--- config.mk ---
export PLATFORM = sky130hd
export DESIGN_NAME = phase_select_filter
export DESIGN_NICKNAME = d
export VERILOG_FILES = /design/src/rtl/phase_select_filter.sv
export SDC_FILE = /design/constraint.sdc
export NUM_CORES = 1
export LEC_CHECK = 0
export ABC_CLOCK_PERIOD_IN_PS = 2900
export CORE_ASPECT_RATIO = 0.5
export CORE_MARGIN = 5
export CORE_UTILIZATION = 29
export DETAILED_ROUTE_END_ITERATION = 8
export SLEW_MARGIN = 20
export SYNTH_ARGS = -nofsm -noshare
export SYNTH_HDL_FRONTEND = slang
export SYNTH_SLANG_ARGS = --single-unit
--- constraint.sdc ---
create_clock -name clk -period 2.9 [get_ports clk]
set_input_delay 0.435 -clock clk [delete_from_list [all_inputs] [get_ports clk]]
set_output_delay 0.435 -clock clk [all_outputs]
set_load 0.05 [all_outputs]
--- src/rtl/phase_select_filter.sv ---
// -----------------------------------------------------------------------------
// phase_select_filter
//
// Digital loop filter for a bang-bang CDR. Every accepted detector strobe adds
// a vote to a small signed accumulator: +1 for an up-only vote, -1 for a
// down-only vote, and 0 for a tie or no vote. When the accumulator reaches
// +THRESH or -THRESH it is cleared and the multiphase clock index moves one
// step in that direction, wrapping at either end. A saturating counter of
// step-free strobes drives the lock indicator.
//
// Ports
//   clk        in   system clock, all state on posedge
//   rst        in   synchronous active-high reset
//   up, down   in   detector votes, sampled only while pd_valid=1
//   pd_valid   in   one-cycle strobe qualifying up/down
//   freeze     in   1 = hold accumulator, phase index and lock state
//   phase_sel  out  registered phase index, 0..NUM_PHASES-1
//   step_up    out  one-cycle pulse on the edge that increments phase_sel
//   step_dn    out  one-cycle pulse on the edge that decrements phase_sel
//   locked     out  registered lock indicator
// -----------------------------------------------------------------------------
module phase_select_filter #(
  parameter int NUM_PHASES = 8,
  parameter int PHASE_W    = 3,
  parameter int INIT_PHASE = 0,
  parameter int THRESH     = 4,
  parameter int CNT_W      = 4,
  parameter int LOCK_COUNT = 16
) (
  input  logic               clk,
  input  logic               rst,
  input  logic               up,
  input  logic               down,
  input  logic               pd_valid,
  input  logic               freeze,
  output logic [PHASE_W-1:0] phase_sel,
  output logic               step_up,
  output logic               step_dn,
  output logic               locked
);

  // The quiet counter must be able to hold LOCK_COUNT itself.
  localparam int QUIET_W = (LOCK_COUNT < 1) ? 1 : $clog2(LOCK_COUNT + 1);

  localparam logic [PHASE_W-1:0]      LAST_PHASE = PHASE_W'(NUM_PHASES - 1);
  localparam logic [PHASE_W-1:0]      INIT_SEL   = PHASE_W'(INIT_PHASE);
  localparam logic signed [CNT_W-1:0] POS_THRESH = CNT_W'(THRESH);
  localparam logic signed [CNT_W-1:0] NEG_THRESH = CNT_W'(-THRESH);
  localparam logic [QUIET_W-1:0]      QUIET_MAX  = QUIET_W'(LOCK_COUNT);

  // State
  logic signed [CNT_W-1:0] acc_q,     acc_d;
  logic [PHASE_W-1:0]      phase_q,   phase_d;
  logic                    step_up_q, step_up_d;
  logic                    step_dn_q, step_dn_d;
  logic [QUIET_W-1:0]      quiet_q,   quiet_d;
  logic                    locked_q,  locked_d;

  // Combinational helpers
  logic                    accept;
  logic signed [CNT_W-1:0] vote;
  logic signed [CNT_W-1:0] acc_sum;
  logic                    hit_pos;
  logic                    hit_neg;
  logic [PHASE_W-1:0]      phase_inc;
  logic [PHASE_W-1:0]      phase_dec;
  logic [QUIET_W-1:0]      quiet_inc;

  // ---------------------------------------------------------------------------
  // Vote decode and accumulator sum
  // ---------------------------------------------------------------------------
  always_comb begin
    accept = pd_valid & ~freeze;

    // Ties and empty votes contribute nothing but still count as a strobe.
    vote = '0;
    if (up && !down) begin
      vote = CNT_W'(1);
    end else if (down && !up) begin
      vote = '1;                       // -1 in two's complement
    end

    // CNT_W is wide enough for +/-THRESH, and acc_q never leaves the open
    // interval (-THRESH, +THRESH), so this sum cannot wrap.
    acc_sum = acc_q + vote;
    hit_pos = (acc_sum == POS_THRESH);
    hit_neg = (acc_sum == NEG_THRESH);
  end

  // ---------------------------------------------------------------------------
  // Phase index neighbours with modular wrap. NUM_PHASES need not be a power
  // of two, so the wrap is an explicit compare rather than natural overflow.
  // ---------------------------------------------------------------------------
  always_comb begin
    phase_inc = (phase_q == LAST_PHASE) ? '0 : phase_q + PHASE_W'(1);
    phase_dec = (phase_q == '0) ? LAST_PHASE : phase_q - PHASE_W'(1);
  end

  // Saturating increment of the step-free strobe run.
  always_comb begin
    quiet_inc = (quiet_q >= QUIET_MAX) ? QUIET_MAX : quiet_q + QUIET_W'(1);
  end

  // ---------------------------------------------------------------------------
  // Next-state logic
  // ---------------------------------------------------------------------------
  always_comb begin
    acc_d     = acc_q;
    phase_d   = phase_q;
    step_up_d = 1'b0;
    step_dn_d = 1'b0;
    quiet_d   = quiet_q;
    locked_d  = locked_q;

    if (accept) begin
      if (hit_pos) begin
        acc_d     = '0;
        phase_d   = phase_inc;
        step_up_d = 1'b1;
      end else if (hit_neg) begin
        acc_d     = '0;
        phase_d   = phase_dec;
        step_dn_d = 1'b1;
      end else begin
        acc_d = acc_sum;
      end

      // Any phase step breaks the quiet run and drops lock immediately.
      if (hit_pos || hit_neg) begin
        quiet_d  = '0;
        locked_d = 1'b0;
      end else begin
        quiet_d = quiet_inc;
        if (quiet_inc == QUIET_MAX) begin
          locked_d = 1'b1;
        end
      end
    end
  end

  // ---------------------------------------------------------------------------
  // State registers
  // ---------------------------------------------------------------------------
  always_ff @(posedge clk) begin
    if (rst) begin
      acc_q     <= '0;
      phase_q   <= INIT_SEL;
      step_up_q <= 1'b0;
      step_dn_q <= 1'b0;
      quiet_q   <= '0;
      locked_q  <= 1'b0;
    end else begin
      acc_q     <= acc_d;
      phase_q   <= phase_d;
      step_up_q <= step_up_d;
      step_dn_q <= step_dn_d;
      quiet_q   <= quiet_d;
      locked_q  <= locked_d;
    end
  end

  assign phase_sel = phase_q;
  assign step_up   = step_up_q;
  assign step_dn   = step_dn_q;
  assign locked    = locked_q;

endmodule

==> results.md, run 1 <==
- HPWL after detailed placement: 1.53 mm
- Antenna violations before repair: 0
- Row count: 15
- Layout Skew: 0.00328 ns
- RSZ-0062 raised after global routing: false
- Worst reg2reg setup slack: 0.86 ns
- PnR Total Power: 477 uW
- Total negative slack: 0 ns
- CTS hold repair buffers: 0
- PD cells: 377 mW/mm^2
- Critical path buffer and inverter count: 3
- Die width: 93.5 um
- Worst-path fanout max: 6
- Cell mode on critical path: ha_1
- Yosys top cell by area: dfxtp_1
- Predominant post-synthesis flop cell: dfxtp_1
- Max Slew Vio Count: 0
- Critical path class: input pin to register
- Cells along the critical path: clkdlybuf4s50_1 -> inv_1 -> ha_1 -> ha_1 -> or3b_1 -> a31oi_1 -> nand4b_2 -> buf_4 -> o32ai_2
- RePlAce Congestion: 0.830
- Crit path largest cell delay: 0.45 ns
- DRC Markers: 0
- Root buffer cell: clkbuf_8
- Hold violation count in the final report: 0
- Tmin final: 2.62 ns
- Top-area cell type share of the netlist area: 0.297
- Met3 usage: 0.0361
- Busiest grt layer: met2
- Initial Util: 0.298
- Share of layout cells above drive strength 1: 0.189
- Final WL: 1.93 mm
- Wirelength per Cell: 10.5 um
- Vias per inst: 4.52
- Max-Cap Viols: 0
- Total track usage: 0.0911
- WP depth: 9
- Antenna Nets Post-Route: 0
- Area added between synthesis and finish: 25.0%
- First-pass GRT wire length: 3.46 mm
- Worst slew pin tran: 0.494 ns
- Syn_area_per_cell: 8.95 um^2
- Most common cell in the netlist: dfxtp_1
- Worst setup SP type: input pin
- Die H: 51.8 um
- Slew headroom: 0.670
- Critical Path End: phase_sel[1]$_SDFFE_PP0P_
- Period utilization: 0.903
- Clk slew on worst S/H paths: 0.06 ns
- Aggregate global routing overflow: 0
- Sequential element share of the synthesized area: 0.297
- CTS tree: done
- Status: finished, final reports clean
- Die ar.: 0.00484 mm^2
- Reg2reg end: phase_sel[1]$_SDFFE_PP0P_
- Post-synthesis register bit count: 15
- Yosys cell types: 41
- Post-Syn Instances: 113
- CP startpoint: up
- Routed via count: 828
- Longest Clk Path Bufs: 2
- Leakage: 0.000503 uW
- Syn Nets: 129
- CP top delay family: buffers and inverters
- Filler cells: 351
- Port Buf Inserts: 11
- Clk_lat worst skew: 0.24 ns
- Crit path DAT: 2.78 ns
- Drt first pass iters: 4
- CP required: 3.06 ns
- CTS Buf Count: 3
- Setup Viol. Count Final: 0
- Post_cts resized: 0
- Antenna cells: 0
- Post-synth EDFFs: 0
- Largest net degree at the start of global routing: 12
- Slowest stage cell, crit path: clkdlybuf4s50_1
- Main area contributors after synthesis: dfxtp_1, ha_1, a21oi_1
- Total Nets Final: 149
- Met1 Track Usage GR: 0.111
- H-tree depth: 1
- Warnings, synthesis: 0
- FFs w/ async S/R, synth: 0
- Hold Path Class: register to register
- Area of the mapped netlist: 0.00101 mm^2
- Most frequent cells after synthesis: dfxtp_1, a21oi_1, inv_1
- Floorplan core area: 0.00340 mm^2
- GR Layer Usage met2: 0.148
- Cells on worst reg2reg path: 6
- Crit. End Element: register
- CTS Sinks: 15
- I/O pins: 12
- Reg-to-Reg Start: acc_q[2]$_SDFFE_PP0P_
- Vias in the first global route: 782
- Max IR drop VDD: 180 uV
- Post-CTS Setup Inserts: 0
- Max Fclk: 0.382 GHz
- DRT iter0 DRCs: 44
[per-stage QoR]
stage / worst slack (ns) / area [um^2] / util / instances / hold WS (ns)
after global placement: 0.0492 / 1220 / 0.359 / 179 / 0.437
after detailed placement: 0.0168 / 1220 / 0.359 / 179 / 0.445
final: 0.280 / 1260 / 0.372 / 183 / 0.446
after floorplan: 0.559 / 1010 / - / 113 / 0.441
after global routing: 0.0903 / 1260 / 0.372 / 183 / 0.475
after CTS: 0.278 / 1260 / 0.372 / 183 / 0.455
[flip-flops by register name, indices dropped and copies added (netlist names)]
name / flops
step_up: 1
step_dn: 1
locked: 1
phase_sel: 3
acc_q: 4
quiet_q: 5
[placed cells by master, fill, tap and decap left out, types with 2 or more instances in the layout]
cell type	netlist	layout
a21oi_1	12	12
a31oi_1	2	2
buf_4	1	10
clkbuf_8	0	3
clkdlybuf4s50_1	0	11
dfxtp_1	15	15
ha_1	10	10
inv_1	12	12
nand2_1	8	8
nand3_1	2	2
nand4_1	3	3
nand4b_1	2	2
nor2_1	4	4
nor2b_1	2	2
o211ai_2	2	2
o21ai_0	3	3
or3_2	2	2
or3b_1	3	3
xnor2_1	4	4
[area by class of cell]
cell class,instances,area [um^2],share of cell area
sequential,15,300,0.238
multi-input combinational,80,624,0.494
timing repair buffer,21,185,0.147
tap,51,63.8,0.0505
clock buffer,4,45.0,0.0356
inverter,12,45.0,0.0356
[tightest hold or removal path, stage by stage, from the launching register on]
cell,delay [ns]
dfxtp_1,0.31
inv_1,0.05
a21oi_1,0.05
[cells by family (layout without fill, tap and decap cells)]
| group | Yosys count | in the layout | synth area share |
|---|---|---|---|
| xor gates and xnor gates | 5 | 5 | 0.0433 |
| and+or+nand+nor | 33 | 33 | 0.203 |
| AOI/OAI and AO/OA | 31 | 31 | 0.238 |
| muxes | 1 | 1 | 0.00990 |
| buffers and inverters | 18 | 37 | 0.0854 |
| DFF | 15 | 15 | 0.297 |
| adders and majority gates | 10 | 10 | 0.124 |
[report_power, final]
part | switching (uW) | total, uW | internal, uW
Sequential | 5.51 | 217 | 212
Combinational | 46.8 | 91.1 | 44.2
Clock | 71.3 | 168 | 97.2
Total | 124 | 477 | 353
[worst min-delay path by stage]
stage	endpoint	cells after the start	slack (ns)	startpoint
after floorplan	acc_q[2]$_SDFFE_PP0P_	2	0.44	acc_q[2]$_SDFFE_PP0P_
after detailed placement	locked$_SDFFE_PP0P_	2	0.44	locked$_SDFFE_PP0P_
final	locked$_SDFFE_PP0P_	2	0.45	locked$_SDFFE_PP0P_
after global placement	locked$_SDFFE_PP0P_	2	0.44	locked$_SDFFE_PP0P_
after global routing	locked$_SDFFE_PP0P_	2	0.48	locked$_SDFFE_PP0P_
after CTS	locked$_SDFFE_PP0P_	2	0.45	locked$_SDFFE_PP0P_
[metal layers]
metal | routed length [um] | vias to the layer above
met1 | 988 | 374
li1 | - | 444
met5 | 0 | -
met2 | 838 | 8
met3 | 78 | 2
met4 | 25 | 0
(Power assumes the default switching activity.)
==> run 2, diff against run 1 <==
- CORE_ASPECT_RATIO: 0.5 -> not set
- CORE_UTILIZATION: 29 -> 45
- PLACE_DENSITY: not set -> 0.67
==> run 2 against run 1 <==
  * Setup slack better by 0.010 ns
  * Combinational power down 0.4%
  * Wire length shrank 0.73%
  * Largest cell class unchanged
  * Highest routed layer unchanged
==> results.md, run 2 (same netlist as run 1, synthesis figures left out) <==
- Setup Viol. Count Final: 0 (unchanged)
- CTS tree: done (unchanged)
- Switch Pwr: 123 uW (was 124 uW)
- Leakage: 0.000493 uW (was 0.000503 uW)
- Aggregate global routing overflow: 0 (unchanged)
- RSZ-0062 raised after global routing: false (unchanged)
- Antenna Nets Post-Route: 0 (unchanged)
- RePlAce Congestion: 0.819 (was 0.830)
- Critical path buffer and inverter count: 2 (was 3)
- Max IR drop VDD: 210 uV (was 180 uV)
- H-tree depth: 1 (unchanged)
- Worst-path fanout max: 6 (unchanged)
- Port Buf Inserts: 11 (unchanged)
- Clk_lat worst skew: 0.27 ns (was 0.24 ns)
- Period utilization: 0.900 (was 0.903)
- Critical path class: input pin to register (unchanged)
- Floorplan core area: 0.00217 mm^2 (was 0.00340 mm^2)
- Max-Cap Viols: 0 (unchanged)
- Hold Path Class: register to register (unchanged)
- Sequential share of power: 0.507 (was 0.456)
- CTS hold repair buffers: 0 (unchanged)
- HPWL after detailed placement: 1.51 mm (was 1.53 mm)
- CP required: 3.11 ns (was 3.06 ns)
- Final WL: 1.92 mm (was 1.93 mm)
- Area added between synthesis and finish: 19.7% (was 25.0%)
- Slew headroom: 0.663 (was 0.670)
- Clk slew on worst S/H paths: 0.09 ns (was 0.06 ns)
- Vias in the first global route: 820 (was 782)
- CTS Buf Count: 3 (unchanged)
- Worst slew pin tran: 0.503 ns (was 0.494 ns)
- Die H: 57.4 um (was 51.8 um)
- Most common cell after layout, fill and taps aside: dfxtp_1 (unchanged)
- Layout Skew: 0.00115 ns (was 0.00328 ns)
- Largest net degree at the start of global routing: 12 (unchanged)
- Share of layout cells above drive strength 1: 0.191 (was 0.189)
- Max Slew Vio Count: 0 (unchanged)
- Total track usage: 0.125 (was 0.0911)
- DRT iter0 DRCs: 17 (was 44)
- Crit. End Element: register (unchanged)
- Combined area of the multi-input logic cells: 624 um^2 (unchanged)
- Total Nets Final: 148 (was 149)
- PD cells: 353 mW/mm^2 (was 377 mW/mm^2)
- Status: finished, final reports clean (unchanged)
- Initial Util: 0.466 (was 0.298)
- Row count: 17 (was 15)
- Die ar.: 0.00329 mm^2 (was 0.00484 mm^2)
- Slowest stage cell, crit path: clkdlybuf4s50_1 (unchanged)
- Vias per inst: 5.50 (was 4.52)
- Biggest register: quiet_q (unchanged)
- Die width: 57.4 um (was 93.5 um)
- DRC Markers: 0 (unchanged)
- Post_cts resized: 0 (unchanged)
- Cells along the critical path: clkdlybuf4s50_1 -> inv_1 -> ha_1 -> ha_1 -> or3b_1 -> a31oi_1 -> nand4b_2 -> a311o_1 -> o211ai_2 (was clkdlybuf4s50_1 -> inv_1 -> ha_1 -> ha_1 -> or3b_1 -> a31oi_1 -> nand4b_2 -> buf_4 -> o32ai_2)
- I/O pins: 12 (unchanged)
- Post-place setup slack: -0.00440 ns (was 0.0168 ns)
- Internal power: 305 uW (was 353 uW)
- Filler cells: 223 (was 351)
- Setup ws final: 0.290 ns (was 0.280 ns)
- Drt first pass iters: 4 (unchanged)
- Hold violation count in the final report: 0 (unchanged)
- Crit path DAT: 2.82 ns (was 2.78 ns)
- Sw Share: 0.286 (was 0.259)
- Sequential Area: 300 um^2 (unchanged)
- Root buffer cell: clkbuf_4 (was clkbuf_8)
- Non-Filler Instances: 159 (was 183)
- Cell mode on critical path: ha_1 (unchanged)
- Worst setup SP type: input pin (unchanged)
- Antenna violations before repair: 0 (unchanged)
- Max Fclk: 0.383 GHz (was 0.382 GHz)
- Clk pwr share: 0.280 (was 0.353)
- Routed via count: 875 (was 828)
- Most frequent cells in the layout: dfxtp_1, inv_1, a21oi_1 (unchanged)
- Antenna cells: 0 (unchanged)
- Largest register FFs: 5 (unchanged)
- Longest Clk Path Bufs: 2 (unchanged)
- Wirelength per Cell: 12.0 um (was 10.5 um)
- First-pass GRT wire length: 3.37 mm (was 3.46 mm)
- Post-layout util: 0.558 (was 0.372)
- Placed cells: 155 (was 179)
- PnR Total Power: 428 uW (was 477 uW)
- CTS Sinks: 15 (unchanged)
- Crit path largest cell delay: 0.45 ns (about the same)
- Tmin final: 2.61 ns (was 2.62 ns)
- CP top delay family: compound AO/OA/AOI/OAI gates (was buffers and inverters)
- Post-CTS Setup Inserts: 0 (unchanged)
- Combinational power share: 0.212 (was 0.191)
[run 2: layer usage]
layer,track usage,share of wire
met1,0.148,0.47
met2,0.231,0.48
met3,0.0204,0.037
met4,0.0331,0.0073
met5,0,0
[run 2: cell type report]
cell class	instances	area share
multi-input combinational	80	0.516
clock inverter	1	0.00414
inverter	12	0.0372
clock buffer	3	0.0186
sequential	15	0.248
timing repair buffer	20	0.147
tap	28	0.0290
[run 2: worst min-delay path: stages, from the launching register on]
cell and delay, ns:
dfxtp_1 0.32, inv_1 0.05, a21oi_1 0.05
[run 2: stage by stage]
| stage | TNS (ns) | area, um^2 | hold WS [ns] |
|---|---|---|---|
| global placement | 0 | 1180 | 0.433 |
| floorplan | 0 | 1010 | 0.441 |
| CTS | 0 | 1210 | 0.449 |
| global route | 0 | 1210 | 0.475 |
| detailed placement | -0.00440 | 1180 | 0.435 |
| finish | 0 | 1210 | 0.446 |
[run 2: worst paths after layout]
path	start	endpoint	slack [ns]	depth (start not counted)
worst min-delay path	locked$_SDFFE_PP0P_	locked$_SDFFE_PP0P_	0.45	2
worst max-delay path	up	phase_sel[0]$_SDFFE_PP0P_	0.29	9
worst max register to register	acc_q[2]$_SDFFE_PP0P_	phase_sel[0]$_SDFFE_PP0P_	0.83	6
worst min register to register	locked$_SDFFE_PP0P_	locked$_SDFFE_PP0P_	0.45	2
[run 2: power by group through the flow]
stage                     logic (uW)  registers (uW)  clock network [uW]
after CTS                       90.7             217                 125
after detailed placement        90.0             222                   0
after global placement          87.7             222                   0
after floorplan                 61.9             225                   0
final                           90.7             217                 120
after global routing            99.8             218                 134
